File: config.mk
export PLATFORM = sky130hd
export DESIGN_NAME = seg_bcd_counter_scan
export DESIGN_NICKNAME = d
export VERILOG_FILES = /design/src/rtl/seg_pkg.sv /design/src/rtl/seg_tick_gen.sv /design/src/rtl/seg_bcd_counter_scan.sv
export SDC_FILE = /design/constraint.sdc
export NUM_CORES = 1
export LEC_CHECK = 0
export ABC_AREA = 1
export BUFFER_PORTS_ARGS = -buffer_cell sky130_fd_sc_hd__buf_2
export CAP_MARGIN = 20
export CORE_MARGIN = 2
export CORE_UTILIZATION = 59
export DETAILED_ROUTE_END_ITERATION = 6
export GPL_TIMING_DRIVEN = 1
export PLACE_DENSITY = 0.81
export SETUP_SLACK_MARGIN = 0.02
export SLEW_MARGIN = 15
export SYNTH_ARGS = -nofsm -noshare
export SYNTH_HDL_FRONTEND = slang
export SYNTH_SLANG_ARGS = --single-unit
export TNS_END_PERCENT = 30
File: constraint.sdc
create_clock -name clk_in -period 2.4 [get_ports clk_in]
set_input_delay 0.36 -clock clk_in [delete_from_list [all_inputs] [get_ports clk_in]]
set_output_delay 0.36 -clock clk_in [all_outputs]
set_load 0.03 [all_outputs]
File: src/rtl/seg_pkg.sv
// Shared seven-segment definitions: segment codes (a..g, active-high form,
// bit 6 = a), BCD digit width and the BCD-to-segment decoder.
package seg_pkg;

    localparam int DIGIT_W = 4;

    localparam logic [6:0] ZERO  = 7'b1111110;
    localparam logic [6:0] ONE   = 7'b0110000;
    localparam logic [6:0] TWO   = 7'b1101101;
    localparam logic [6:0] THREE = 7'b1111001;
    localparam logic [6:0] FOUR  = 7'b0110011;
    localparam logic [6:0] FIVE  = 7'b1011011;
    localparam logic [6:0] SIX   = 7'b1011111;
    localparam logic [6:0] SEVEN = 7'b1110000;
    localparam logic [6:0] EIGHT = 7'b1111111;
    localparam logic [6:0] NINE  = 7'b1111011;
    localparam logic [6:0] BLANK = 7'b0000000;

    // Non-BCD nibbles decode to a dark digit
    function automatic logic [6:0] bcd_to_seg(input logic [DIGIT_W-1:0] d);
        case (d)
            4'd0:    bcd_to_seg = ZERO;
            4'd1:    bcd_to_seg = ONE;
            4'd2:    bcd_to_seg = TWO;
            4'd3:    bcd_to_seg = THREE;
            4'd4:    bcd_to_seg = FOUR;
            4'd5:    bcd_to_seg = FIVE;
            4'd6:    bcd_to_seg = SIX;
            4'd7:    bcd_to_seg = SEVEN;
            4'd8:    bcd_to_seg = EIGHT;
            4'd9:    bcd_to_seg = NINE;
            default: bcd_to_seg = BLANK;
        endcase
    endfunction

endpackage

File: src/rtl/seg_tick_gen.sv
// Free-running divider: counts 0..DIV-1 and pulses tick for one cycle at
// DIV-1. With DIV = 1 the counter stays at 0 and tick is high every cycle.
module seg_tick_gen #(
    parameter int DIV = 2
) (
    input  logic clk_in,
    input  logic rst,
    output logic tick
);

    localparam int W = (DIV > 1) ? $clog2(DIV) : 1;
    localparam logic [W-1:0] LAST = W'(DIV - 1);

    logic [W-1:0] cnt;

    // Divider counter, wraps at DIV-1
    always_ff @(posedge clk_in or negedge rst) begin
        if (!rst)             cnt <= '0;
        else if (cnt == LAST) cnt <= '0;
        else                  cnt <= cnt + 1'b1;
    end

    assign tick = (cnt == LAST);

endmodule

File: src/rtl/seg_bcd_counter_scan.sv
// DIGITS-wide BCD up/down counter with load and carry/borrow pulse, driving
// a time-multiplexed seven-segment display over one shared segment bus.
// Optional build macro SEG_LEADING_ZERO_BLANK_EN blanks leading zero digits
// (digit 0 is always shown).
module seg_bcd_counter_scan
    import seg_pkg::*;
#(
    parameter int DIGITS          = 4,
    parameter int COUNT_DIV       = 50_000_000,
    parameter int SCAN_DIV        = 12_500,
    parameter int SEG_ACTIVE_HIGH = 1,
    parameter int SEL_ACTIVE_HIGH = 1
) (
    input  logic                      clk_in,
    input  logic                      rst,
    input  logic                      en,
    input  logic                      up_dn,
    input  logic                      load,
    input  logic [DIGIT_W*DIGITS-1:0] load_val,
    output logic [DIGIT_W*DIGITS-1:0] cnt_out,
    output logic                      carry_out,
    output logic [6:0]                dig_out,
    output logic [DIGITS-1:0]         sel_out
);

    localparam int   IDX_W   = (DIGITS > 1) ? $clog2(DIGITS) : 1;
    localparam logic [IDX_W-1:0] IDX_LAST = IDX_W'(DIGITS - 1);
    localparam logic SEG_INV = (SEG_ACTIVE_HIGH == 0);
    localparam logic SEL_INV = (SEL_ACTIVE_HIGH == 0);

    logic                            count_tick, scan_tick;
    logic [DIGITS-1:0][DIGIT_W-1:0]  cnt, cnt_ld, cnt_step;
    logic                            ripple_c;
    logic [DIGITS-1:0]               blank;
    logic [IDX_W-1:0]                idx;
    logic [DIGITS-1:0]               sel_nxt;
    logic [6:0]                      seg_nxt;

    seg_tick_gen #(.DIV(COUNT_DIV)) u_count_tick (
        .clk_in (clk_in),
        .rst    (rst),
        .tick   (count_tick)
    );

    seg_tick_gen #(.DIV(SCAN_DIV)) u_scan_tick (
        .clk_in (clk_in),
        .rst    (rst),
        .tick   (scan_tick)
    );

    // Load value with each out-of-range nibble clamped to 9
    always_comb begin
        cnt_ld = '0;
        for (int i = 0; i < DIGITS; i++)
            cnt_ld[i] = (load_val[i*DIGIT_W +: DIGIT_W] > 4'd9) ? 4'd9
                                                                : load_val[i*DIGIT_W +: DIGIT_W];
    end

    // BCD ripple; ripple_c left set after the top digit means a full wrap
    always_comb begin
        cnt_step = cnt;
        ripple_c = 1'b1;
        for (int i = 0; i < DIGITS; i++) begin
            if (ripple_c) begin
                if (up_dn) begin
                    if (cnt[i] == 4'd9) cnt_step[i] = 4'd0;
                    else begin
                        cnt_step[i] = cnt[i] + 4'd1;
                        ripple_c    = 1'b0;
                    end
                end else begin
                    if (cnt[i] == 4'd0) cnt_step[i] = 4'd9;
                    else begin
                        cnt_step[i] = cnt[i] - 4'd1;
                        ripple_c    = 1'b0;
                    end
                end
            end
        end
    end

    // Count register: load beats count beats hold; carry is a one-cycle pulse
    always_ff @(posedge clk_in or negedge rst) begin
        if (!rst) begin
            cnt       <= '0;
            carry_out <= 1'b0;
        end else if (load) begin
            cnt       <= cnt_ld;
            carry_out <= 1'b0;
        end else if (count_tick && en) begin
            cnt       <= cnt_step;
            carry_out <= ripple_c;
        end else begin
            carry_out <= 1'b0;
        end
    end

    assign cnt_out = cnt;

`ifdef SEG_LEADING_ZERO_BLANK_EN
    // A digit is blank when it and every digit above it are zero
    always_comb begin
        logic all_zero;
        all_zero = 1'b1;
        blank    = '0;
        for (int i = DIGITS - 1; i >= 1; i--) begin
            all_zero = all_zero & (cnt[i] == 4'd0);
            blank[i] = all_zero;
        end
    end
`else
    assign blank = '0;
`endif

    // Scan index, advances once per scan slot
    always_ff @(posedge clk_in or negedge rst) begin
        if (!rst)                               idx <= '0;
        else if (scan_tick && idx == IDX_LAST)  idx <= '0;
        else if (scan_tick)                     idx <= idx + 1'b1;
    end

    // Select and segment pattern for the digit under the scan index
    always_comb begin
        sel_nxt      = '0;
        sel_nxt[idx] = 1'b1;
        seg_nxt      = blank[idx] ? BLANK : bcd_to_seg(cnt[idx]);
    end

    // Registered display drive with polarity applied; dark after reset
    always_ff @(posedge clk_in or negedge rst) begin
        if (!rst) begin
            dig_out <= BLANK ^ {7{SEG_INV}};
            sel_out <= {DIGITS{SEL_INV}};
        end else begin
            dig_out <= seg_nxt ^ {7{SEG_INV}};
            sel_out <= sel_nxt ^ {DIGITS{SEL_INV}};
        end
    end

endmodule

==> flow_results.xml, run 1 <==
<?xml version="1.0" encoding="UTF-8"?>
<metrics>
  <group name="pwr">
    <metric name="reported_leakage_power" unit="nW">2.69</metric>
    <metric name="p_comb_share" unit="%">26.3</metric>
    <metric name="power.share.switching" unit="%">35.9</metric>
    <metric name="p_seq_share" unit="%">43.5</metric>
    <metric name="internal-power" unit="mW">2.06</metric>
    <metric name="power.switching" unit="mW">1.15</metric>
    <metric name="power.density_cell_area" unit="nW/um^2">636</metric>
    <metric name="proportion_of_power_drawn_by_the_clock_network" unit="%">30.2</metric>
    <metric name="ir_worst_vdd" unit="mV">0.357</metric>
  </group>
  <group name="worst_setup_path">
    <metric name="worst_r2r_startpoint" unit="">idx[0]</metric>
    <metric name="critPathSlowestCell" unit="">sky130_fd_sc_hd__dfrtp_1</metric>
    <metric name="worst_path_arrival" unit="ps">2200</metric>
    <metric name="data_required_time_at_the_worst_endpoint" unit="ps">2630</metric>
    <metric name="timing.critical_path.cells" unit="">inv_1, nand2_1, a32oi_1, inv_1, ha_1, nand3_1, nand2_1, nand2_1, nand2_1</metric>
    <metric name="timing_worst_setup_path_type" unit="">reg -&gt; reg</metric>
    <metric name="critical_path.max_stage_delay" unit="ps">540</metric>
    <metric name="timing.rr.end" unit="">dig_out[3]</metric>
    <metric name="worstSetupEndpointType" unit="">flip-flop</metric>
    <metric name="timing.critical_path.from_type" unit="">flip-flop</metric>
    <metric name="critical_path_peak_fanout" unit="">16</metric>
    <metric name="reg2regPathDepth" unit="">9</metric>
    <metric name="critical-path-top-cell-by-count" unit="">sky130_fd_sc_hd__nand2_1</metric>
    <metric name="endpoint" unit="">dig_out[3]</metric>
    <metric name="worstSetupStartpoint" unit="">idx[0]</metric>
    <metric name="r2r_setup_slack" unit="ps">430</metric>
  </group>
  <group name="clock_tree">
    <metric name="clock_insertion_delay_at_the_later_pin_of_the_skew_report" unit="ps">340</metric>
    <metric name="cts.repair.resized" unit="">0</metric>
    <metric name="tritoncts.num_buffers" unit="">9</metric>
    <metric name="tritoncts_clock_tree" unit="">yes</metric>
    <metric name="ctsHtreeMaxLevel" unit="">3</metric>
    <metric name="root_buffer" unit="">sky130_fd_sc_hd__clkbuf_8</metric>
    <metric name="cts_hold_repair.buffers" unit="">0</metric>
    <metric name="cts_num_sinks" unit="">70</metric>
    <metric name="clk_pin_slew" unit="ps">80</metric>
    <metric name="cts_setup_buffers" unit="">0</metric>
    <metric name="cts_max_path_buffers" unit="">2</metric>
  </group>
  <group name="timing">
    <metric name="finalMaxSlewViolations" unit="">0</metric>
    <metric name="final_min_period_over_clock_period" unit="%">82.2</metric>
    <metric name="finClkSkew" unit="ps">10.1</metric>
    <metric name="slew_headroom" unit="%">59.6</metric>
    <metric name="rsz_0062_raised_after_global_routing" unit="">false</metric>
    <metric name="setup-violations-final" unit="">0</metric>
    <metric name="max_freq" unit="MHz">507</metric>
    <metric name="tightest_slew" unit="ps">606</metric>
    <metric name="finalHoldViolations" unit="">0</metric>
    <metric name="period_needed" unit="ps">1970</metric>
    <metric name="tns" unit="ps">0</metric>
  </group>
  <group name="synthesis">
    <metric name="synthesis.instances" unit="">663</metric>
    <metric name="syn-cell-area" unit="um^2">4510</metric>
    <metric name="syn_avg_cell_area" unit="um^2">6.81</metric>
    <metric name="ys_async_sr_fraction" unit="%">100</metric>
    <metric name="synthFlopType" unit="">sky130_fd_sc_hd__dfrtp_1</metric>
    <metric name="synth-seq-cells" unit="">70</metric>
    <metric name="synth-seq-area-share" unit="%">38.8</metric>
    <metric name="post_synth_num_cell_types" unit="">33</metric>
    <metric name="synth-edff-count" unit="">0</metric>
    <metric name="ys_warn_count" unit="">0</metric>
    <metric name="syn-num-nets" unit="">696</metric>
  </group>
  <group name="routing">
    <metric name="remaining_drc_errors" unit="">0</metric>
    <metric name="detail_route.iter0.violations" unit="">207</metric>
    <metric name="dr.pass1.iters" unit="">5</metric>
    <metric name="vias" unit="">4363</metric>
    <metric name="wl" unit="um">10400</metric>
    <metric name="detail-route-antenna-nets" unit="">0</metric>
    <metric name="avgViaCountPerCell" unit="">5.35</metric>
    <metric name="wl_per_cell" unit="um">12.8</metric>
  </group>
  <group name="floorplan">
    <metric name="die_height" unit="um">91.5</metric>
    <metric name="boundaryPins" unit="">49</metric>
    <metric name="chipWidth" unit="um">91.5</metric>
    <metric name="design.die.area" unit="um^2">8360</metric>
    <metric name="floorplan.initialDensity" unit="%">61.6</metric>
    <metric name="placementRows" unit="">31</metric>
    <metric name="core_area" unit="um^2">7330</metric>
  </group>
  <group name="global_route">
    <metric name="grtUsageTotal" unit="%">26.8</metric>
    <metric name="grt_antenna_before_repair" unit="">0</metric>
    <metric name="grt_pass1_vias" unit="">4287</metric>
    <metric name="grt.overflow.total" unit="">0</metric>
    <metric name="largest_net_degree_at_the_start_of_global_routing" unit="">46</metric>
    <metric name="grt_first_pass_wirelength" unit="um">18400</metric>
  </group>
  <group name="place">
    <metric name="placement.io_buffers" unit="">48</metric>
    <metric name="postPlaceCellArea" unit="um^2">4840</metric>
    <metric name="gp_congestion" unit="">0.941</metric>
    <metric name="place_hpwl" unit="um">7740</metric>
  </group>
  <group name="outcome">
    <metric name="run_status" unit="">finished clean</metric>
  </group>
  <group name="final_layout">
    <metric name="fillers" unit="">628</metric>
    <metric name="finish.instance_area" unit="um^2">5040</metric>
    <metric name="ff_latch_area" unit="um^2">1750</metric>
    <metric name="antenna-diode-count" unit="">0</metric>
    <metric name="nets" unit="">744</metric>
    <metric name="final_core_utilization" unit="%">68.8</metric>
    <metric name="area_growth_syn_to_layout" unit="%">11.7</metric>
    <metric name="final_layout_size_suffix_gt1_share" unit="%">10.8</metric>
    <metric name="multiInputGateArea" unit="um^2">2400</metric>
  </group>
  <group name="job">
    <metric name="cap_violations" unit="">0</metric>
  </group>
  <group name="worst_hold_path">
    <metric name="holdCritPathClass" unit="">in -&gt; async</metric>
  </group>
</metrics>
[synth_stat cells (3+ instances only)]
library cell	number	area (um^2)
sky130_fd_sc_hd__dfrtp_1	70	1750
sky130_fd_sc_hd__inv_1	75	282
sky130_fd_sc_hd__nor2_1	86	323
sky130_fd_sc_hd__buf_2	4	20.0
sky130_fd_sc_hd__clkbuf_1	7	26.3
sky130_fd_sc_hd__xnor2_1	3	26.3
sky130_fd_sc_hd__nor4_1	5	31.3
sky130_fd_sc_hd__o221ai_1	4	35.0
sky130_fd_sc_hd__nand4_1	14	87.6
sky130_fd_sc_hd__nand2_1	231	867
sky130_fd_sc_hd__nor3_1	14	70.1
sky130_fd_sc_hd__a21oi_1	13	65.1
sky130_fd_sc_hd__nand3_1	53	265
sky130_fd_sc_hd__o21ai_0	22	110
sky130_fd_sc_hd__ha_1	12	150
sky130_fd_sc_hd__nand3_2	3	30.0
sky130_fd_sc_hd__xor2_1	20	175
sky130_fd_sc_hd__nor2_2	3	18.8
[cell usage in the layout, fill, tap and decap left out, types with 2 or more instances in the layout]
cell type	Yosys	routed
sky130_fd_sc_hd__clkinv_1	2	2
sky130_fd_sc_hd__nand2_2	2	2
sky130_fd_sc_hd__a21oi_1	13	13
sky130_fd_sc_hd__clkbuf_1	7	2
sky130_fd_sc_hd__nand4_1	14	14
sky130_fd_sc_hd__a21o_1	2	2
sky130_fd_sc_hd__xor2_1	20	20
sky130_fd_sc_hd__inv_1	75	75
sky130_fd_sc_hd__xnor2_1	3	3
sky130_fd_sc_hd__dfrtp_1	70	70
sky130_fd_sc_hd__nor2_1	86	86
sky130_fd_sc_hd__buf_4	0	2
sky130_fd_sc_hd__nor2_4	2	2
sky130_fd_sc_hd__buf_2	4	48
sky130_fd_sc_hd__nor2_2	3	3
sky130_fd_sc_hd__clkbuf_8	0	11
sky130_fd_sc_hd__and2_1	2	2
sky130_fd_sc_hd__a32oi_1	2	2
sky130_fd_sc_hd__nand3_1	53	53
sky130_fd_sc_hd__ha_1	12	12
sky130_fd_sc_hd__o21ai_0	22	22
sky130_fd_sc_hd__nand3b_1	2	2
sky130_fd_sc_hd__nor4_1	5	5
sky130_fd_sc_hd__nand2_1	231	231
sky130_fd_sc_hd__o21ai_1	2	2
sky130_fd_sc_hd__nand3_2	3	3
sky130_fd_sc_hd__o221ai_1	4	4
sky130_fd_sc_hd__nor3_1	14	14
[critical path, delay by kind of cell (launching register included)]
kind,cells,cell delay [ps]
DFF,1,540
buffers and inverters,2,400
and+or+nand+nor,5,340
adders and majority gates,1,320
AOI/OAI and AO/OA,1,260
[power groups by stage]
stage / registers (mW) / clock network (mW) / logic, mW
after CTS: 1.39 / 0.988 / 0.845
after global routing: 1.41 / 1.03 / 0.958
after floorplan: 1.53 / 0 / 0.485
after detailed placement: 1.42 / 0 / 0.842
final: 1.40 / 0.968 / 0.844
after global placement: 1.41 / 0 / 0.830
[sequential cells by signal (all words and copies together), names as in the netlist]
| name | cells |
|---|---|
| carry_out | 1 |
| cnt_out | 16 |
| dig_out | 7 |
| idx | 2 |
| sel_out | 4 |
| u_count_tick.cnt | 26 |
| u_scan_tick.cnt | 14 |
[how the worst min path moves through the flow]
stage | startpoint | endpoint | slack (ps) | cells after the start
3_5_place_dp | rst | u_count_tick.cnt[22] | 410 | 1
3_3_place_gp | rst | u_count_tick.cnt[22] | 400 | 1
2_1_floorplan | rst | carry_out | 60 | 0
4_1_cts | rst | u_count_tick.cnt[11] | 40 | 1
5_1_grt | rst | cnt_out[1] | 70 | 1
6_report | rst | u_count_tick.cnt[14] | 20 | 1
[cell type report]
class / count / share of cell area (%)
flip-flops and latches: 70 / 34.7
repair buffers: 51 / 5.46
inverters: 77 / 5.73
well taps: 99 / 2.46
multi-input cells: 502 / 47.6
clock buffers: 13 / 3.15
clock inverters: 3 / 0.844
[metal layers]
metal	vias up	global-route usage [%]	routed length, um
met5	-	0	0
met4	0	9.72	245
met3	25	4.98	500
met2	133	46.5	5040
met1	2010	33.1	4620
li1	2195	-	-
[cell families after synthesis]
family          Yosys count  share of synthesized area [%]
fa+ha+maj                12                           3.33
compound gates           49                           6.27
simple gates            418                           39.1
buf+inv                  91                           7.98
xor+xnor                 23                           4.46
flops                    70                           38.8
[metrics by stage]
stage	worst slack (ps)	power, mW	std cells	hold WS (ps)
6_report	428	3.21	815	19.1
5_1_grt	162	3.40	815	74.7
4_1_cts	430	3.23	815	41.5
3_5_place_dp	442	2.26	799	408
3_3_place_gp	524	2.24	799	397
2_1_floorplan	541	2.01	663	64.4
(Power assumes the default switching activity.)
==> run 2, diff against run 1 <==
Settings changed: CORE_UTILIZATION 59 to 54, PLACE_DENSITY 0.81 to 0.78.
Clock period 2.4 ns to 1.59 ns, I/O delays scaled along.
==> flow_results.xml, run 2 (synthesized netlist as in run 1, its figures left out) <==
<?xml version="1.0" encoding="UTF-8"?>
<metrics>
  <group name="outcome">
    <metric name="run_status" unit="">complete, but fails checks</metric>
    <metric name="violated_checks" unit="">setup timing</metric>
  </group>
  <group name="pwr">
    <metric name="ir_worst_vdd" unit="mV">0.766</metric>
    <metric name="reported_leakage_power" unit="nW">3.04</metric>
    <metric name="power.density_cell_area" unit="nW/um^2">903</metric>
  </group>
  <group name="worst_setup_path">
    <metric name="critical_path.max_stage_delay" unit="ps">430</metric>
    <metric name="timing_worst_setup_path_type" unit="">reg -&gt; reg</metric>
    <metric name="worstSetupEndpointType" unit="">flip-flop</metric>
    <metric name="worst_path_arrival" unit="ps">1900</metric>
    <metric name="timing.critical_path.from_type" unit="">flip-flop</metric>
    <metric name="critPathSlowestCell" unit="">sky130_fd_sc_hd__dfrtp_2</metric>
    <metric name="critical-path-top-cell-by-count" unit="">sky130_fd_sc_hd__nand2_1</metric>
    <metric name="timing.critical_path.cells" unit="">buf_6, nand2_1, a32oi_2, buf_4, ha_1, inv_1, nand2_2, nand2_1, nand2_1, nand2_1</metric>
    <metric name="critical_path_peak_fanout" unit="">6</metric>
    <metric name="data_required_time_at_the_worst_endpoint" unit="ps">1840</metric>
  </group>
  <group name="timing">
    <metric name="post-route-worst-setup-slack" unit="ps">-51.4</metric>
    <metric name="final_min_period_over_clock_period" unit="%">103</metric>
    <metric name="finClkSkew" unit="ps">11.5</metric>
    <metric name="period_needed" unit="ps">1640</metric>
    <metric name="fin_worst_hold_slack" unit="ps">198</metric>
    <metric name="max_freq" unit="MHz">609</metric>
    <metric name="setup-violations-final" unit="">5</metric>
    <metric name="finalMaxSlewViolations" unit="">0</metric>
    <metric name="tightest_slew" unit="ps">444</metric>
    <metric name="slew_headroom" unit="%">70.2</metric>
    <metric name="finalHoldViolations" unit="">0</metric>
    <metric name="rsz_0062_raised_after_global_routing" unit="">true</metric>
  </group>
  <group name="floorplan">
    <metric name="chipWidth" unit="um">95.4</metric>
    <metric name="die_height" unit="um">95.4</metric>
    <metric name="floorplan.initialDensity" unit="%">55.2</metric>
    <metric name="placementRows" unit="">33</metric>
    <metric name="design.die.area" unit="um^2">9100</metric>
    <metric name="core_area" unit="um^2">8180</metric>
    <metric name="boundaryPins" unit="">49</metric>
  </group>
  <group name="global_route">
    <metric name="grt-busiest-layer" unit="">met2</metric>
    <metric name="groute.layer.met1.usage" unit="%">33.5</metric>
    <metric name="met3_usage" unit="%">4.82</metric>
    <metric name="grtUsageTotal" unit="%">27.6</metric>
    <metric name="grt.overflow.total" unit="">0</metric>
    <metric name="grt_pass1_vias" unit="">4520</metric>
    <metric name="grt_first_pass_wirelength" unit="um">19600</metric>
    <metric name="grt_antenna_before_repair" unit="">0</metric>
    <metric name="global_route.usage.met2" unit="%">48.6</metric>
    <metric name="largest_net_degree_at_the_start_of_global_routing" unit="">21</metric>
  </group>
  <group name="clock_tree">
    <metric name="root_buffer" unit="">sky130_fd_sc_hd__clkbuf_8</metric>
    <metric name="tritoncts_clock_tree" unit="">yes</metric>
    <metric name="cts_num_sinks" unit="">70</metric>
    <metric name="clk_pin_slew" unit="ps">80</metric>
    <metric name="cts_max_path_buffers" unit="">2</metric>
    <metric name="clock_insertion_delay_at_the_later_pin_of_the_skew_report" unit="ps">360</metric>
    <metric name="tritoncts.num_buffers" unit="">9</metric>
    <metric name="ctsHtreeMaxLevel" unit="">3</metric>
  </group>
  <group name="routing">
    <metric name="wl" unit="um">12300</metric>
    <metric name="vias" unit="">4748</metric>
    <metric name="remaining_drc_errors" unit="">0</metric>
    <metric name="dr.pass1.iters" unit="">5</metric>
    <metric name="avgViaCountPerCell" unit="">5.35</metric>
    <metric name="wl_per_cell" unit="um">13.9</metric>
    <metric name="detail_route.iter0.violations" unit="">264</metric>
    <metric name="detail-route-antenna-nets" unit="">0</metric>
  </group>
  <group name="final_layout">
    <metric name="nets" unit="">810</metric>
    <metric name="antenna-diode-count" unit="">0</metric>
    <metric name="fillers" unit="">633</metric>
    <metric name="largest_reg_flops" unit="">26</metric>
    <metric name="final_layout_size_suffix_gt1_share" unit="%">25.8</metric>
    <metric name="area_growth_syn_to_layout" unit="%">29.6</metric>
    <metric name="stdcell_count" unit="">887</metric>
    <metric name="regMostFlops" unit="">u_count_tick.cnt</metric>
    <metric name="finish.instance_area" unit="um^2">5850</metric>
    <metric name="final_cell_mix" unit="">sky130_fd_sc_hd__nand2_1 (221), sky130_fd_sc_hd__nor2_1 (72), sky130_fd_sc_hd__inv_1 (71)</metric>
    <metric name="mostFrequentLayoutCell" unit="">sky130_fd_sc_hd__nand2_1</metric>
  </group>
  <group name="job">
    <metric name="cap_violations" unit="">0</metric>
  </group>
  <group name="place">
    <metric name="place_hpwl" unit="um">8960</metric>
    <metric name="placedCellCount" unit="">857</metric>
    <metric name="postPlaceCellArea" unit="um^2">5300</metric>
    <metric name="placement.io_buffers" unit="">48</metric>
    <metric name="gp_congestion" unit="">0.927</metric>
  </group>
  <group name="worst_hold_path">
    <metric name="holdCritPathClass" unit="">in -&gt; reg</metric>
  </group>
</metrics>
[run 2: changes by cell type in the layout (fill, tap and decap cells not counted), sizes merged]
cell | before | now
clkinvlp | 1 | 0
nand2 | 234 | 235
dlygate4sd3 | 0 | 1
inv | 75 | 77
buf | 51 | 114
dlymetal6s2s | 0 | 1
clkbuf | 13 | 12
[run 2: layout make-up]
type | count | area (um^2) | area share [%]
Clock buffer | 12 | 155 | 2.65
Clock inverter | 4 | 52.6 | 0.899
Inverter | 77 | 290 | 4.96
Multi-Input combinational cell | 503 | 2650 | 45.4
Sequential cell | 70 | 1770 | 30.2
Tap cell | 105 | 131 | 2.25
Timing Repair Buffer | 116 | 797 | 13.6
[run 2: what timing repair did]
| action | 4_1_cts | 5_1_grt |
|---|---|---|
| hold buffers | 1 | 0 |
| hold endpoints to repair | 13 | 0 |
| gates resized for setup | 16 | 54 |
| pin swaps | 10 | 16 |
| setup endpoints to repair | 34 | 46 |
| cloned | 1 | 0 |
| setup buffers | 2 | 10 |
[run 2: where the power goes]
| part | internal [mW] | switching (mW) | total [mW] |
|---|---|---|---|
| clock network | 0.820 | 0.718 | 1.54 |
| logic | 0.594 | 1.07 | 1.66 |
| registers | 1.91 | 0.160 | 2.08 |
[run 2: path summary, 6_finish.rpt]
check / startpoint / endpoint / slack (ps) / cells past startpoint
setup / recovery: idx[0] / dig_out[3] / -50 / 10
hold / removal: load_val[4] / cnt_out[4] / 200 / 5
setup reg to reg: idx[0] / dig_out[3] / -50 / 10
hold reg to reg: u_scan_tick.cnt[0] / u_scan_tick.cnt[0] / 490 / 1
max in group asynchronous: rst / u_scan_tick.cnt[9] / 640 / 3
min in group asynchronous: rst / u_count_tick.cnt[25] / 350 / 2
[run 2: layer usage]
layer / vias up / share of wire, %
met4: 0 / 3.2
li1: 2335 / -
met2: 162 / 50
met1: 2211 / 41
met5: - / 0
met3: 40 / 5.9
[run 2: per-stage QoR]
step | util, % | power (mW) | TNS [ps] | setup slack, ps
after floorplan | - | 3.07 | -9.50 | -8.60
after global placement | 64.8 | 3.54 | -518 | -82.0
after detailed placement | 64.8 | 3.58 | -1260 | -108
after CTS | 68.6 | 5.13 | 0 | 3.08
after global routing | 71.5 | 5.57 | -2800 | -146
final | 71.5 | 5.28 | -104 | -51.4
[run 2: critical path: cells and delay by family (launching register included)]
family          cells  cell delay [ps]
compound gates      1              270
flops               1              430
simple gates        5              320
buf+inv             3              370
fa+ha+maj           1              150
